## src/rtl/usb_rx_decoder.sv

```systemverilog
// usb_rx_decoder: USB full-speed receive line decoder.
// Synchronizes D+/D-, NRZI-decodes on each bit strobe, removes stuffed bits
// and recognises end-of-packet (SE0,SE0,J).
// Optional feature macro: USB_RX_STUFF_ERR_EN (flags a 1 in the stuff-bit slot).
module usb_rx_decoder #(
  parameter int SYNC_STAGES = 2,
  parameter int STUFF_LEN   = 6
) (
  input  logic clk,
  input  logic n_rst,
  input  logic d_plus_in,
  input  logic d_minus_in,
  input  logic shift_enable,
  output logic d_edge,
  output logic d_orig,
  output logic bit_valid,
  output logic eop,
  output logic line_err,
  output logic stuff_err
);

  localparam int CW = $clog2(STUFF_LEN + 1);

  typedef enum logic [1:0] {IDLE, RECV, SE0A, SE0B} state_t;

  logic [SYNC_STAGES-1:0] dp_chain_q, dm_chain_q;
  logic                   dp_sync, dm_sync;
  logic                   dp_sync_q, d_edge_q, d_edge_d;
  state_t                 state_q, state_d;
  logic                   prev_dp_q, prev_dp_d;
  logic [CW-1:0]          cnt_q, cnt_d;
  logic                   d_orig_q, d_orig_d;
  logic                   bit_valid_q, bit_valid_d;
  logic                   eop_q, eop_d;
  logic                   line_err_q, line_err_d;
  logic                   stuff_err_q, stuff_err_d;
  logic                   is_j, is_k, is_se0, nrzi_bit;

  // Input synchronizer chains; reset value is the idle J state
  always_ff @(posedge clk or negedge n_rst) begin
    if (!n_rst) begin
      dp_chain_q <= '1;
      dm_chain_q <= '0;
    end else begin
      dp_chain_q <= {dp_chain_q[SYNC_STAGES-2:0], d_plus_in};
      dm_chain_q <= {dm_chain_q[SYNC_STAGES-2:0], d_minus_in};
    end
  end

  assign dp_sync  = dp_chain_q[SYNC_STAGES-1];
  assign dm_sync  = dm_chain_q[SYNC_STAGES-1];
  assign is_j     = dp_sync & ~dm_sync;
  assign is_k     = ~dp_sync & dm_sync;
  assign is_se0   = ~dp_sync & ~dm_sync;
  assign nrzi_bit = (dp_sync == prev_dp_q);
  assign d_edge_d = dp_sync ^ dp_sync_q;

  // Decoder next-state: everything advances only on the bit strobe
  always_comb begin
    state_d     = state_q;
    prev_dp_d   = prev_dp_q;
    cnt_d       = cnt_q;
    d_orig_d    = d_orig_q;
    bit_valid_d = 1'b0;
    eop_d       = 1'b0;
    line_err_d  = 1'b0;
    stuff_err_d = 1'b0;
    if (shift_enable) begin
      case (state_q)
        IDLE: begin
          prev_dp_d = 1'b1;
          cnt_d     = '0;
          if (is_k) begin
            bit_valid_d = 1'b1;
            d_orig_d    = 1'b0;
            prev_dp_d   = 1'b0;
            state_d     = RECV;
          end else if (!is_j && !is_se0) begin
            line_err_d = 1'b1;
          end
        end
        RECV: begin
          if (is_j || is_k) begin
            prev_dp_d = dp_sync;
            if (cnt_q == CW'(STUFF_LEN)) begin
              // Stuff slot: the sample is consumed without producing a bit
              cnt_d = '0;
`ifdef USB_RX_STUFF_ERR_EN
              if (nrzi_bit) begin
                stuff_err_d = 1'b1;
                prev_dp_d   = 1'b1;
                state_d     = IDLE;
              end
`endif
            end else begin
              bit_valid_d = 1'b1;
              d_orig_d    = nrzi_bit;
              cnt_d       = nrzi_bit ? CW'(cnt_q + 1'b1) : '0;
            end
          end else if (is_se0) begin
            cnt_d   = '0;
            state_d = SE0A;
          end else begin
            line_err_d = 1'b1;
            prev_dp_d  = 1'b1;
            cnt_d      = '0;
            state_d    = IDLE;
          end
        end
        SE0A: begin
          if (is_se0) begin
            state_d = SE0B;
          end else begin
            line_err_d = 1'b1;
            prev_dp_d  = 1'b1;
            cnt_d      = '0;
            state_d    = IDLE;
          end
        end
        default: begin
          // SE0B: a long SE0 is tolerated, J closes the packet
          if (!is_se0) begin
            eop_d      = is_j;
            line_err_d = ~is_j;
            prev_dp_d  = 1'b1;
            cnt_d      = '0;
            state_d    = IDLE;
          end
        end
      endcase
    end
  end

  // State and registered outputs
  always_ff @(posedge clk or negedge n_rst) begin
    if (!n_rst) begin
      dp_sync_q   <= 1'b1;
      d_edge_q    <= 1'b0;
      state_q     <= IDLE;
      prev_dp_q   <= 1'b1;
      cnt_q       <= '0;
      d_orig_q    <= 1'b1;
      bit_valid_q <= 1'b0;
      eop_q       <= 1'b0;
      line_err_q  <= 1'b0;
      stuff_err_q <= 1'b0;
    end else begin
      dp_sync_q   <= dp_sync;
      d_edge_q    <= d_edge_d;
      state_q     <= state_d;
      prev_dp_q   <= prev_dp_d;
      cnt_q       <= cnt_d;
      d_orig_q    <= d_orig_d;
      bit_valid_q <= bit_valid_d;
      eop_q       <= eop_d;
      line_err_q  <= line_err_d;
      stuff_err_q <= stuff_err_d;
    end
  end

  assign d_edge    = d_edge_q;
  assign d_orig    = d_orig_q;
  assign bit_valid = bit_valid_q;
  assign eop       = eop_q;
  assign line_err  = line_err_q;
  assign stuff_err = stuff_err_q;

endmodule

```

## config.mk

```make
export PLATFORM = sky130hd
export DESIGN_NAME = usb_rx_decoder
export DESIGN_NICKNAME = d
export VERILOG_FILES = /design/src/rtl/usb_rx_decoder.sv
export SDC_FILE = /design/constraint.sdc
export NUM_CORES = 1
export LEC_CHECK = 0
export ABC_AREA = 1
export CAP_MARGIN = 30
export CORE_ASPECT_RATIO = 1.25
export CORE_MARGIN = 1
export CORE_UTILIZATION = 52
export CTS_BUF_LIST = sky130_fd_sc_hd__clkbuf_4
export DETAILED_ROUTE_END_ITERATION = 8
export GPL_TIMING_DRIVEN = 0
export PLACE_DENSITY = 0.8
export SLEW_MARGIN = 40
export SYNTH_ARGS = -nofsm -noshare
export SYNTH_HDL_FRONTEND = slang
export SYNTH_SLANG_ARGS = --single-unit
export TNS_END_PERCENT = 5
```

## constraint.sdc

```tcl
create_clock -name clk -period 2.18 [get_ports clk]
set_clock_uncertainty 0.05 [all_clocks]
set_input_delay 0.436 -clock clk [delete_from_list [all_inputs] [get_ports clk]]
set_output_delay 0.436 -clock clk [all_outputs]
set_load 0.005 [all_outputs]
```

# After elaboration in Yosys (flattened, before gate mapping)
# Cells that the tools add are included.
word_totals:
  register_bits: 16
  out_inout_bits: 6
op_classes:
  muxes: 34
  n_addsub: 1
  bitwise: 7
  n_eq_ne: 10
  n_reduce_logical: 10
ops:
  columns: ["operator", "n"]
  rows:
  - ["1-bit 2-to-1 mux", 19]
  - ["3-bit 2-to-1 mux", 4]
  - ["2-bit 2-to-1 mux", 5]
  - ["2-bit inequality test, second input constant", 4]
  - ["1-bit case mux with 2 select lines", 3]
  - ["2-bit case mux with 3 select lines", 1]
  - ["3-bit case mux with 2 select lines", 1]
  - ["5-bit AND reduction", 1]
  - ["4-bit by 1-bit inequality test with 1-bit output, second input constant", 1]
  - ["4-bit AND reduction", 1]
  - ["3-bit by 1-bit adder with 3-bit output, second input constant", 1]
  - ["1-bit AND", 3]
  - ["3-bit == test, second input constant", 1]
  - ["3-bit by 1-bit inequality test with 1-bit output, second input constant", 1]
  - ["1-bit inverter", 3]
  - ["1-bit case mux with 3 select lines", 1]
  - ["3-bit OR reduction", 1]
  - ["2-bit by 1-bit == test with 1-bit output, second input constant", 1]
  - ["2-bit == test, second input constant", 1]
  - ["1-bit logical NOT", 2]
  - ["2-bit logical NOT", 1]
  - ["2-bit AND reduction", 1]
  - ["2-bit nonzero test", 1]
  - ["1-bit == test", 1]
  - ["3 further kinds", 3]

# Depth between registers and ports, before layout
depth:
  ltp_word: 8
  mapped_depth: 9

# Worst setup path after synthesis
# Ideal clock, no wire load.
synth_timing:
  kind: "reg2reg"
  startpoint: "register dp_chain_q[1]"
  endpoint: "register state_q[1]"
  path_slack_ps: 674
  setup_ps: 116
  path_stages_with_launch: 9
  t_arrival_ps: 1339
  synth_period_minus_slack_ps: 1506
  t_required_ps: 2014
  cell_sequence: "dfstp_2 -> inv_1 -> ha_1 -> nand3_1 -> nand2_1 -> inv_1 -> nand2_1 -> nand2_1 -> nand2_1"
synth_between:
  elab_chain_len: 5
synth_lines:
  columns: ["item", "line_no", "rtl"]
  rows:
  - ["start, declared", "26", "logic [SYNC_STAGES-1:0] dp_chain_q, dm_chain_q;"]
  - ["start signal, assigned", "45", "dp_chain_q <= {dp_chain_q[SYNC_STAGES-2:0], d_plus_in};"]
  - ["1-bit inverter", "53, 54", null]
  - ["1-bit AND (on tied branches)", "54, 53", null]
  - ["2-bit 2-to-1 mux / 1-bit logical OR (equally long branches)", "100, 83", null]
  - ["2-bit 2-to-1 mux / 2-bit inequality test (equally long branches)", null, null]
  - ["2-bit case mux with 3 select lines / 4-bit AND reduction (equally long branches)", null, null]
  - ["end signal, assigned", "150", "state_q <= state_d;"]
  - ["end, declared", "29", "state_t state_q, state_d;"]
# Parallel ways exist; a longest one is shown, timed or not. The select of a mux whose other input is x is not followed.
# A chain may end at the register's enable or synchronous reset.

# Worst setup path after layout
layout_timing:
  startpoint: "register d_orig_q, in the netlist d_orig"
  endpoint: "output port d_orig"
layout_lines:
  columns: ["item", "line_no", "rtl"]
  rows:
  - ["start, declared", "32", "logic d_orig_q, d_orig_d;"]
  - ["start signal, assigned", "153", "d_orig_q <= d_orig_d;"]
  - ["end, declared", "15", "output logic d_orig,"]
# No word-level cell between the ends.

==> key figures <==
Logic synthesis
  • Register bit count reported by yosys: 16
  • Mapped Area: 912 µm²
  • Library cells used by synthesis: 21
  • Area contributors post-synth: dfrtp_1 30%, dfstp_2 14%, nand2_1 14%
  • Syn Area/Cell: 8.37 µm²
  • Cells after synthesis: between 100 and 150
  • Area leader, netlist: dfrtp_1
  • Post-Syn Nets: 122
  • Ys async rst share: 1.00
  • Most frequent cell after synthesis: nand2_1
  • Post-synthesis sequential area ratio: 0.446
  • Warnings, synthesis: 0
  • Main synth FF type: dfrtp_1
  • Most instantiated cells after synthesis: 33 x nand2_1, 12 x inv_1, 11 x dfrtp_1
  • Number of synthesized flops with an enable pin: 0
  • Synth top area share: 0.302

Clock network
  • # resized after CTS: 0
  • Max Root-Sink Buffers: 2
  • Hold_buf cts: 0
  • Post-CTS setup buffers: 0
  • Reg clk slew, reported paths: 0.09 ns
  • CTS Buf Count: 3
  • H-Tree Depth: 1
  • CTS tree: done
  • Clk_lat worst skew: 0.29 ns
  • CTS Root Cell: clkbuf_4
  • Clk sinks: 16

Floorplan
  • Core area: about 1600 µm²
  • Die footprint: 1930 µm²
  • Ports: 11
  • Die width: 39.5 µm
  • Die Y-Extent: 48.8 µm
  • Starting density of the core: 0.570
  • # rows: 16

Run status
  • Outcome: finished with violations
  • Failing checks: negative hold slack

Power and ir drop
  • Pint: 616 µW
  • Worst VDD drop: 0.514 mV
  • Sw Ratio: 0.382
  • Sequential Power Share: 0.398
  • Tot Pwr: 997 µW
  • Pwr Density: ~950 nW/µm²
  • Clock group share of total power: 0.161
  • Psw: 380 µW
  • Leakage: 0.000543 µW
  • Combinational power share: 0.442

Critical path
  • CP endpoint kind: primary output
  • R2R Path Start: dp_chain_q[1]
  • CP Class: flip-flop to primary output
  • Critical-path cell list: clkdlybuf4s50_1
  • CP max-delay cell: dfstp_2
  • Largest stage delay on the critical path: 0.54 ns
  • Req. time, crit path: 1.69 ns
  • CP top delay family: flip-flops
  • Worst Path Arrival: about 1.3 ns
  • Worst reg2reg path depth: 7
  • R2R Path End: state_q[1]
  • Worst Setup SP: d_orig
  • R2R Setup Slk: around 0.51 ns
  • Crit Path Max Fanout: 2
  • CP startpoint kind: flip-flop
  • WP buf/inv: 1

Detailed routing
  • DRT iter0 DRCs: 13
  • Routed Antenna Nets: 0
  • DR DRC count: 0
  • Vias: 683
  • Routed WL: 1430 µm
  • WL/cell: 10.2 µm
  • DRT Pass-1 Iters: 4
  • Vias/cell: 4.88

Final layout
  • NumNets Final: 136
  • Reg area: 407 µm²
  • Share of cells above drive strength 1: 0.180
  • P&R area growth vs syn: 14.7%
  • Fillers: 145
  • Multi-input logic area: ~420 µm²
  • Post-route cell area: 1050 µm²
  • ANT cells: 0

Timing
  • FMAX: 555 MHz
  • RSZ-0062 raised after global routing: false
  • Setup ws final: between 0.3 and 0.4 ns
  • Minimum clock period: ~1.8 ns
  • # setup viols final: 0
  • Final Cycle Share: 0.827
  • Hold slack: -0.0157 ns
  • Fin. max-slew vios: 0
  • Final setup TNS: 0 ns
  • Hold Vio Cnt, Final: 11

Placement
  • DP Worst Slack: 0.471 ns
  • Final HPWL DP: approximately 1100 µm
  • Placed Area: 1020 µm²
  • IO Port Bufs: 9
  • Routability cong.: approximately 0.80

GRT
  • Initial antenna violation count: 0
  • First-pass GRT wire length: 2500 µm
  • GR Util All Layers: 0.186
  • Overflow after GRT: 0
  • Largest net degree at the start of global routing: 17
  • Vias in the first global route: 624

Hold path
  • HP Class: primary input to asynchronous set/reset pin

Job
  • Number of max-cap violations: 0
-- state kept, by name, indices dropped and copies added (netlist names) --
name / flops
bit_valid: 1
cnt_q: 3
d_edge: 1
d_orig: 1
dm_chain_q: 2
dp_chain_q: 2
dp_sync_q: 1
eop: 1
line_err: 1
prev_dp_q: 1
state_q: 2
-- worst max path at each step --
| stage | to | slack, ns | cells past startpoint |
|---|---|---|---|
| 6_report | d_orig | 0.38 | 1 |
| 4_1_cts | d_orig | 0.37 | 1 |
| 5_1_grt | d_orig | 0.35 | 1 |
| 3_3_place_gp | cnt_q[2] | 0.49 | 6 |
| 2_1_floorplan | state_q[1] | 0.67 | 8 |
| 3_5_place_dp | cnt_q[2] | 0.47 | 6 |
-- power groups by stage --
stage                     Clock (µW)  Sequential (µW)  Combinational (µW)
after floorplan                    0              400                 333
after global placement             0              401                 430
after detailed placement           0              403                 441
after CTS                        167              397                 443
after global routing             181              403                 489
final                            160              396                 440
-- logic make-up (layout without fill, tap and decap cells) --
logic type	Yosys count	after routing	synth area share
buffers and inverters	18	31	0.0974
AOI/OAI and AO/OA	7	7	0.0535
adders and majority gates	8	8	0.110
and+or+nand+nor	58	58	0.280
xor gates and xnor gates	1	1	0.00960
DFF	16	16	0.446
other	1	1	0.00411
-- cell usage in the layout (no fill, tap or decap) --
| cell type | n |
|---|---|
| a21boi_0 | 1 |
| a21oi_1 | 3 |
| a21oi_4 | 1 |
| buf_2 | 1 |
| buf_4 | 1 |
| buf_6 | 2 |
| clkbuf_4 | 3 |
| clkdlybuf4s50_1 | 8 |
| clkinv_1 | 1 |
| conb_1 | 1 |
| dfrtp_1 | 11 |
| dfstp_2 | 5 |
| ha_1 | 8 |
| inv_1 | 12 |
| inv_2 | 2 |
| inv_4 | 1 |
| nand2_1 | 33 |
| nand2_2 | 4 |
| nand3_1 | 6 |
| nand4_1 | 1 |
| nor2_1 | 10 |
| nor2_4 | 2 |
| nor3_1 | 2 |
| o21ai_1 | 2 |
| xor2_1 | 1 |
-- area by class of cell --
| cell class | instances | area share |
|---|---|---|
| Clock buffer | 3 | 0.0215 |
| Buffer | 3 | 0.0287 |
| Timing Repair Buffer | 9 | 0.0813 |
| Sequential cell | 16 | 0.389 |
| Tap cell | 18 | 0.0215 |
| Inverter | 15 | 0.0562 |
| Multi-Input combinational cell | 75 | 0.398 |
| Clock inverter | 1 | 0.00359 |
-- through the flow --
stage | utilization | cells
after CTS | 0.656 | 140
after global routing | 0.653 | 140
final | 0.653 | 140
after detailed placement | 0.640 | 136
after global placement | 0.640 | 136
after floorplan | - | 109
-- per-layer routing --
metal  up-vias  global-route usage  share of wire
met1       313               0.215           0.45
met2        10               0.301           0.49
met4         0               0.103          0.030
li1        355                   -              -
met5         -                   0              0
met3         5              0.0411          0.027
Note: power is estimated with default switching activity, not from simulation.
